==> config.mk <==
export PLATFORM = sky130hd
export DESIGN_NAME = serial_subtractor
export DESIGN_NICKNAME = d
export VERILOG_FILES = /design/src/rtl/serial_subtractor.sv
export SDC_FILE = /design/constraint.sdc
export NUM_CORES = 1
export LEC_CHECK = 0
export BUFFER_PORTS_ARGS = -buffer_cell sky130_fd_sc_hd__buf_4
export CAP_MARGIN = 30
export CORE_UTILIZATION = 45
export CTS_CLUSTER_DIAMETER = 40
export CTS_CLUSTER_SIZE = 40
export DETAILED_ROUTE_END_ITERATION = 8
export PLACE_DENSITY = 0.75
export SYNTH_ARGS = -nofsm -noshare
export SYNTH_HDL_FRONTEND = slang
export SYNTH_SLANG_ARGS = --single-unit
==> constraint.sdc <==
create_clock -name clk -period 2.1 [get_ports clk]
set_clock_uncertainty 0.05 [all_clocks]
set_input_delay 0.21 -clock clk [delete_from_list [all_inputs] [get_ports clk]]
set_output_delay 0.21 -clock clk [all_outputs]
set_load 0.02 [all_outputs]
==> src/rtl/serial_subtractor.sv <==
// Bit-serial N-bit subtractor: one full-subtractor cell per clock, LSB first,
// with start/busy/done handshake and unsigned-borrow / signed-overflow flags.
module serial_subtractor #(
  parameter int WIDTH = 8
) (
  input  logic             clk,
  input  logic             rst_n,
  input  logic             start,
  input  logic [WIDTH-1:0] a,
  input  logic [WIDTH-1:0] b,
  output logic             busy,
  output logic             done,
  output logic [WIDTH-1:0] diff,
  output logic             borrow_out,
  output logic             overflow
);

  localparam int CW = $clog2(WIDTH + 1);

  typedef enum logic [1:0] {
    IDLE = 2'd0,
    RUN  = 2'd1,
    DONE = 2'd2
  } state_t;

  state_t           state, state_nxt;
  logic [WIDTH-1:0] sa, sb, diff_nxt;
  logic [CW-1:0]    cnt;
  logic             br, br_nxt, ai, bi, di, last;

  // Single full-subtractor cell fed from the LSB of each operand shift register.
  always_comb begin
    ai       = sa[0];
    bi       = sb[0];
    di       = ai ^ bi ^ br;
    br_nxt   = (~ai & bi) | (~(ai ^ bi) & br);
    last     = (cnt == CW'(WIDTH - 1));
    diff_nxt = diff >> 1;
    diff_nxt[WIDTH-1] = di;
  end

  always_ff @(posedge clk or negedge rst_n) begin
    if (!rst_n) state <= IDLE;
    else        state <= state_nxt;
  end

  always_comb begin
    state_nxt = state;
    busy      = 1'b0;
    done      = 1'b0;
    case (state)
      IDLE: if (start) state_nxt = RUN;
      RUN: begin
        busy = 1'b1;
        if (last) state_nxt = DONE;
      end
      DONE: begin
        done      = 1'b1;
        state_nxt = IDLE;
      end
      default: state_nxt = IDLE;
    endcase
  end

  always_ff @(posedge clk or negedge rst_n) begin
    if (!rst_n) begin
      sa         <= '0;
      sb         <= '0;
      diff       <= '0;
      cnt        <= '0;
      br         <= 1'b0;
      borrow_out <= 1'b0;
      overflow   <= 1'b0;
    end else begin
      case (state)
        IDLE: begin
          if (start) begin
            sa  <= a;
            sb  <= b;
            cnt <= '0;
            br  <= 1'b0;
          end
        end
        RUN: begin
          sa   <= sa >> 1;
          sb   <= sb >> 1;
          diff <= diff_nxt;
          br   <= br_nxt;
          cnt  <= cnt + CW'(1);
          // On the MSB the cell inputs are a/b sign bits and di is the result sign.
          if (last) begin
            borrow_out <= br_nxt;
            overflow   <= (ai != bi) & (di != ai);
          end
        end
        default: ;
      endcase
    end
  end

endmodule

==> results by group, run 1 <==
Route
  • Wire length per cell: ~13 µm
  • Initial DRC count: 81
  • DRC Markers: 0
  • 1st-pass router iterations: 4
  • Final wirelength: 3007 µm
  • Final ANT Viol Nets: 0
  • Drt via density: 5.227
  • Via Count: around 1,200

Cells and area
  • Final nets: 203
  • Fin area: between 1500 and 2000 µm²
  • Finished Layout Cells: about 230
  • Layout cells sized above 1: between 20% and 30%
  • Area Overhead vs Synth: 21.87%
  • Antenna diodes: 0

Global route
  • Total grt overflow: 0
  • Antenna violations before repair: 0
  • Vias in the first global route: roughly 1,100
  • Largest net degree at the start of global routing: 34
  • First-pass GRT wire length: 5092 µm
  • Gr usage total: roughly a fifth

CTS
  • Later-pin clock latency in the skew report: 340 ps
  • PostCTS Resize Cnt: 0
  • Num CTS Buffers: 5
  • Clk slew on worst S/H paths: 90 ps
  • Number of setup buffers added after CTS: 0
  • CTS tree: done
  • CTS sink cnt: 33
  • CTS Hold Bufs: 1
  • Root buf cell: clkbuf_4
  • Clock buffer depth: 2
  • H-tree Lvls: 2

Critical path
  • WP data arrival: 1620 ps
  • CP required: about 1800 ps
  • Crit. End Element: output pin
  • Crit-path max FO: 16
  • Startpoint types: flip-flop
  • CP Class: flip-flop to output pin

Placed design
  • Dpl cells: approximately 220
  • Cell Area, Placed: about 1700 µm²
  • Number of port buffers: 30
  • Post-DP HPWL: 2128 µm
  • Placer congestion estimate: 0.7872

Die
  • Core region area: 3103 µm²
  • Die area: 3540 µm²
  • Chip height: 59.50 µm
  • Ports: 31
  • Site Rows: 20
  • Starting Density: 47.94%
  • Die width: about 60 µm

Timing
  • Final worst-path cycle share: 89.62%
  • Final Hold Fails: 0
  • Setup tns final: 0 ps
  • Max_slew headroom: 64.26%
  • Finish-stage setup viols: 0
  • Slew Viols, Final: 0
  • Worst-margin pin slew: 535.0 ps
  • Fmax: about 530 MHz
  • RSZ-0062 raised after global routing: false
  • Tmin final: around 1900 ps

Synth
  • Mapped cell area: around 1500 µm²
  • Post-Synthesis Cells: 149
  • Sequential area share after synthesis: 55.51%
  • Synth top area share: 55.51%
  • Synth warnings: 0
  • Post-synthesis async set-or-reset flop share: 100.0%
  • Synth Area per Inst: about 10 µm²
  • Area contributors post-synth: dfrtp_1 56%, nand2_1 8.8%, a22oi_1 6.6%
  • Syn_nets: around 170
  • Yosys reg bits: 33
  • Synth cell types: 28
  • Dominant synthesized flop cell: dfrtp_1
  • Most frequent cell after synthesis: nand2_1
  • Synth cell count leaders: 35 x nand2_1, 33 x dfrtp_1, 14 x o21ai_0
  • Post-synth EDFFs: 0
  • Yosys top cell by area: dfrtp_1

Status
  • Outcome: completed

Run
  • Max Cap Viol: 0

Power and ir drop
  • Peak supply drop: 0.0005712 V
  • Pleak: around 0.86 nW
  • Power Density: about 1500 nW/µm²

Worst hold path
  • HP Class: primary input to flip-flop
[report_power, final]
group          total, W  switching [W]  leakage (nW)  internal [W]
combinational   0.00117       0.000673         0.403      0.000495
sequential      0.00111       0.000204         0.425      0.000906
clock          0.000357       0.000199        0.0314      0.000158
total           0.00263        0.00108         0.859       0.00156
[cell type report]
type	count	area, µm²
repair buffers	34	257.7
well taps	44	55.05
clock buffers	7	55.05
fillers	286	1290
flip-flops and latches	33	825.8
inverters	4	15.01
multi-input cells	103	604.3
[critical path, stage by stage (launching register included)]
cell and delay, ps:
dfrtp_1 380, nand2b_1 350, inv_2 340, buf_4 200
[metrics by stage]
stage	utilization, %	total power (W)	setup slack, ps	hold slack (ps)
2_1_floorplan	-	0.001894	531.0	-135.6
3_5_place_dp	56.33	0.002293	447.7	120.2
3_3_place_gp	56.33	0.002226	500.7	118.1
4_1_cts	58.43	0.002653	185.5	60.57
6_report	58.43	0.002635	217.9	72.34
5_1_grt	58.43	0.002854	72.59	58.88
[flip-flops by register name, indices dropped and copies added, names as in the netlist]
register / count
borrow_out: 1
br: 1
cnt: 4
diff: 8
overflow: 1
sa: 8
sb: 8
state: 2
[placed cells by master (no fill, tap or decap), types with 2 or more instances in the layout]
cell      count
ha_1          2
a22oi_1      13
a31oi_1       2
dfrtp_1      33
clkbuf_4      5
o21ai_1       3
inv_1         3
nor2_1        3
nor2b_1       8
o21ai_0      14
a21oi_1       7
mux2_2        2
buf_4        33
a22o_1        2
nand2_1      35
[final timing paths]
path                           from  endpoint  cells after the start  slack [ps]
max in group asynchronous     rst_n     sa[5]                      2        1420
setup reg to reg              sa[0]  overflow                      5         430
hold reg to reg             diff[0]   diff[0]                      2         440
hold / removal                 b[7]     sb[7]                      2          70
setup / recovery           state[1]      busy                      3         220
min in group asynchronous     rst_n   diff[5]                      2         280
[cells by family after synthesis]
kind of cell	share of synthesized area [%]
fa+ha+maj	3.028
buf+inv	3.868
simple gates	15.73
flops	55.51
mux	2.187
xor+xnor	0.5888
compound gates	19.09
[metal layers]
metal | track usage [%] | vias to the layer above | wire [µm]
met5 | 0 | - | 0
met4 | 10.96 | 0 | 50
met3 | 5.240 | 7 | 164
met2 | 31.14 | 40 | 1472
met1 | 25.82 | 555 | 1320
li1 | - | 574 | -
No activity file was read; power rests on OpenSTA's default activity.
==> run 2, diff against run 1 <==
PLACE_DENSITY = unset   (was 0.75)
PLACE_DENSITY_LB_ADDON = 0.12   (was unset)
==> run 2 against run 1 <==
  * First-iteration DRC count shrank 9.9%
  * Critical path depth did not move
  * Cell area grew 1.1%
  * Clock-buffer cell count unchanged
  * Setup slack improved by 77 ps
  * Combinational power about the same
  * Via count grew 0.77%
  * Power is 1.8% higher
  * Non-clock buffer count stayed put
  * Sequential power hardly changed
  * Largest cell class unchanged
==> results by group, run 2 (synthesis gave the netlist of run 1 again) <==
Status
  • Outcome: completed

CTS
  • Root buf cell: clkbuf_4
  • Num CTS Buffers: 5
  • CTS sink cnt: 33
  • Clk slew on worst S/H paths: 100 ps
  • H-tree Lvls: 2
  • Later-pin clock latency in the skew report: ~330 ps
  • Clock buffer depth: 2
  • CTS tree: done

Power and ir drop
  • NetSw: 0.001088 W
  • Peak supply drop: 0.0006172 V
  • Pleak: roughly 0.87 nW
  • Internal power: 0.001596 W
  • Logic pwr share: 42.6%
  • Sw frac: between 40% and 50%
  • Power Density: roughly 1500 nW/µm²
  • Total power: approximately 0.0027 W
  • Clock Power Share: between 10% and 20%
  • Flop pwr share: between 40 and 50%

Route
  • DR WL met3: 171 µm
  • Drt via density: 5.243
  • Final wirelength: 3070 µm
  • Initial DRC count: 73
  • Metal-1 WL: 1437 µm
  • Wire length per cell: 13.58 µm
  • Met2 wire length: around 1400 µm
  • Final ANT Viol Nets: 0
  • DRC Markers: 0
  • Via Count: 1,185
  • 1st-pass router iterations: 4
  • Top routing layer used: met4

Run
  • Max Cap Viol: 0

Critical path
  • WP data arrival: between 1500 and 2000 ps
  • CP max stage delay: 470 ps
  • Startpoint types: flip-flop
  • Crit. End Element: output pin
  • CP required: 1840 ps
  • Critical-path top delay cell: dfrtp_1
  • CP Class: flip-flop to output pin
  • Crit-path cells: nand2b_2, inv_4, buf_4
  • Crit-path max FO: 16

Cells and area
  • Finished Layout Cells: 226
  • Area Overhead vs Synth: 23.21%
  • Largest regs: diff (8), sa (8), sb (8)
  • Layout cells sized above 1: between 20% and 30%
  • Commonest non-fill, non-tap cell in the layout: nand2_1
  • Antenna diodes: 0
  • Final nets: 203
  • Most frequent cells in the layout: 35 x nand2_1, 33 x dfrtp_1, 33 x buf_4, 14 x o21ai_0, 13 x a22oi_1

Timing
  • Fmax: 553.9 MHz
  • Finish-stage setup viols: 0
  • Setup tns final: 0 ps
  • Worst-margin pin slew: 549.0 ps
  • RSZ-0062 raised after global routing: false
  • Tmin final: 1805 ps
  • Slew Viols, Final: 0
  • Final Hold Fails: 0
  • Final hold slack: 82.11 ps
  • Final worst-path cycle share: 85.97%
  • Max_slew headroom: 63.32%
  • Setup slack after layout: 294.6 ps

Global route
  • Largest net degree at the start of global routing: 34
  • Gr usage total: 20.40%
  • First-pass GRT wire length: 5299 µm
  • Antenna violations before repair: 0
  • Total grt overflow: 0
  • Vias in the first global route: 1,186

Placed design
  • Pre-CTS setup slack: 404.8 ps
  • Dpl cells: approximately 220
  • Number of port buffers: 30
  • Placer congestion estimate: approximately 0.77
  • Post-DP HPWL: 2169 µm

Die
  • Die area: approximately 3500 µm²
  • Starting Density: 47.94%
  • Die width: 59.50 µm
  • Chip height: 59.50 µm
  • Site Rows: 20
  • Core region area: 3103 µm²
  • Ports: 31

Worst hold path
  • HP Class: primary input to flip-flop
## run 2: cell types whose count changed in the layout (fill, tap and decap cells not counted)
cell	delta
clkbuf_8	+1
clkinv_2	+1
clkbuf_1	-1
inv_4	+1
nand2b_2	+1
nand2b_1	-1
inv_2	-1
## run 2: per-layer routing
layer,GRT usage (%),vias up
met3,4.803,5
met5,0,-
li1,-,575
met1,27.58,570
met2,30.66,35
met4,10.30,0
## run 2: power by group through the flow
stage | sequential, W | clock [W] | combinational, W
finish | 0.00113 | 0.000405 | 0.00114
floorplan | 0.00119 | 0 | 0.000708
global placement | 0.00113 | 0 | 0.00111
detailed placement | 0.00115 | 0 | 0.00115
global route | 0.00118 | 0.000446 | 0.00129
CTS | 0.00113 | 0.000409 | 0.00115
## run 2: critical path, delay by kind of cell (launching register included)
kind / cells / cell delay [ps]
DFF: 1 / 470
and+or+nand+nor: 1 / 350
buffers and inverters: 2 / 390
## run 2: area by class of cell
cell class	count	area, µm²
clock inverters	1	5.005
fillers	287	1270
repair buffers	34	257.7
clock buffers	7	65.06
inverters	4	17.52
multi-input cells	103	606.8
flip-flops and latches	33	825.8
well taps	44	55.05
## run 2: worst paths after layout
check                      depth (start not counted)        to      from  slack (ps)
max in group asynchronous                          2     sa[3]     rst_n        1400
max                                                3      busy  state[1]         290
min reg2reg                                        2     sb[2]     sb[2]         450
min in group asynchronous                          2        br     rst_n         300
min                                                2     sb[7]      b[7]          80
max reg2reg                                        5  overflow     sa[0]         420
## run 2: metrics by stage
step / cell area, µm² / utilization (%)
final: 1833 / 59.07
after global routing: 1833 / 59.07
after CTS: 1828 / 58.91
after detailed placement: 1748 / 56.33
after global placement: 1748 / 56.33
after floorplan: 1488 / -
## run 2: timing repair
action / CTS / global route
buffers inserted: 0 / 0
hold buffers: 1 / 0
hold endpoints to repair: 33 / 0
resized for setup: 0 / 2
endpoints found under the setup margin: 0 / 1
==> run 3, diff against run 2 <==
CORE_UTILIZATION = 35   (was 45)
==> run 3 against run 2 <==
  * Utilization down 13 points
  * Sequential cell count unchanged
  * Sequential share of layout area down 0.46 points
==> results by group, run 3 (synthesis gave the netlist of run 1 again) <==
Route
  • Final wirelength: 3259 µm
  • Drt via density: just over 5
  • DRC Markers: 0
  • Wire length per cell: 14.11 µm
  • Final ANT Viol Nets: 0
  • Initial DRC count: 56
  • Via Count: approximately 1,200
  • 1st-pass router iterations: 4

CTS
  • Later-pin clock latency in the skew report: 280 ps
  • CTS tree: done
  • Clock buffer depth: 2
  • H-tree Lvls: 2
  • PostCTS Resize Cnt: 0
  • Num CTS Buffers: 5
  • CTS sink cnt: 33
  • Clk slew on worst S/H paths: 60 ps
  • Root buf cell: clkbuf_8

Cells and area
  • Finished Core Util: 45.96%
  • Largest regs: diff (8), sa (8), sb (8)
  • Sequential cell area: 825.8 µm²
  • Layout cells sized above 1: 24.31%
  • Fillers: 390
  • Final nets: 203
  • Area taken by multi-input logic gates: 604.3 µm²
  • Area Overhead vs Synth: 24.47%
  • Most frequent cells in the layout: 35 x nand2_1, 33 x dfrtp_1, 33 x buf_4, 14 x o21ai_0, 13 x a22oi_1
  • Antenna diodes: 0
  • Commonest non-fill, non-tap cell in the layout: nand2_1

Global route
  • Gr usage total: 16.59%
  • Vias in the first global route: ~1,200
  • Largest net degree at the start of global routing: 34
  • Antenna violations before repair: 0
  • Total grt overflow: 0
  • First-pass GRT wire length: between 5000 and 6000 µm

Run
  • Max Cap Viol: 0

Timing
  • Final hold slack: 140.3 ps
  • Setup tns final: 0 ps
  • Tmin final: 1967 ps
  • RSZ-0062 raised after global routing: false
  • Finish-stage setup viols: 0
  • Worst-margin pin slew: 507.1 ps
  • Fmax: 508.4 MHz
  • Slew Viols, Final: 0
  • Final worst-path cycle share: 93.66%
  • Final Hold Fails: 0
  • Max_slew headroom: roughly 66%

Power and ir drop
  • Clock Power Share: ~17%
  • Power Density: about 1500 nW/µm²
  • Internal power: 0.001661 W
  • Sw frac: 39.54%
  • Peak supply drop: 0.0004639 V
  • Flop pwr share: about two fifths
  • NetSw: 0.001086 W
  • Logic pwr share: 41.6%
  • Pleak: 0.8719 nW

Die
  • Starting Density: 36.93%
  • Die width: 67.20 µm
  • Ports: 31
  • Core region area: just over 4000 µm²
  • Site Rows: 23
  • Die area: between 4000 and 5000 µm²
  • Chip height: approximately 67 µm

Critical path
  • CP required: 1840 ps
  • Crit-path cells: nand2b_1, inv_2, buf_4
  • Worst reg2reg path endpoint: overflow
  • Critical-path top delay cell: dfrtp_1
  • R2R setup slack: between 400 and 500 ps
  • WP data arrival: 1710 ps
  • CP Class: flip-flop to output pin
  • Reg2Reg Depth: 3
  • Startpoint types: flip-flop
  • CP max stage delay: 520 ps
  • Crit. End Element: output pin
  • Reg-to-reg startpoint: state[0]
  • Crit-path max FO: 16

Placed design
  • Number of port buffers: 30
  • Placer congestion estimate: 0.7123
  • Post-DP HPWL: between 2000 and 2500 µm

Worst hold path
  • Min-Delay Endpoint: sb[7]
  • HP Class: primary input to flip-flop
  • Hold path start: b[7]
  • Hold depth: 2

Status
  • Outcome: completed
-- run 3: stage by stage --
stage,worst slack (ps),area (µm²),power [W],std cells
CTS,112.1,1852,0.002790,231
global route,3.120,1852,0.002976,231
floorplan,531.0,1488,0.001894,149
finish,133.1,1852,0.002748,231
global placement,456.3,1755,0.002261,223
detailed placement,386.6,1755,0.002309,223
-- run 3: worst max path at each step --
stage / start / endpoint / slack [ps] / depth (start not counted)
after detailed placement: state[0] / borrow_out / 390 / 3
after global routing: state[0] / busy / 3 / 3
after CTS: state[0] / busy / 110 / 3
final: state[0] / busy / 130 / 3
after floorplan: sa[0] / overflow / 530 / 5
after global placement: state[0] / borrow_out / 460 / 3
-- run 3: layer usage --
metal  global-route usage, %  wire [µm]  vias to the layer above
met4                   7.979         40                        0
li1                        -          -                      572
met1                   20.52       1525                      576
met5                       0          0                        -
met2                   27.00       1549                       26
met3                   4.054        144                        4
-- run 3: worst max-delay path: cells and delay by family (launching register included) --
| family | cells | cell delay (ps) |
|---|---|---|
| buf+inv | 2 | 560 |
| flops | 1 | 520 |
| simple gates | 1 | 350 |
-- run 3: timing repair --
action                    4_1_cts  5_1_grt
hold buffers                    1        0
hold endpoints to repair       33        0
buffers inserted                0        0
-- run 3: cell type report --
| type | instances | area share [%] |
|---|---|---|
| clock buffer | 7 | 4.662 |
| inverter | 4 | 0.8108 |
| multi-input combinational | 103 | 32.64 |
| sequential | 33 | 44.59 |
| tap | 50 | 3.378 |
| timing repair buffer | 34 | 13.92 |
-- run 3: power by group through the flow --
stage	Clock (W)	Sequential [W]	Combinational, W
2_1_floorplan	0	0.00119	0.000708
4_1_cts	0.000487	0.00114	0.00117
6_report	0.000469	0.00114	0.00114
3_3_place_gp	0	0.00113	0.00113
5_1_grt	0.000515	0.00117	0.00129
3_5_place_dp	0	0.00114	0.00117
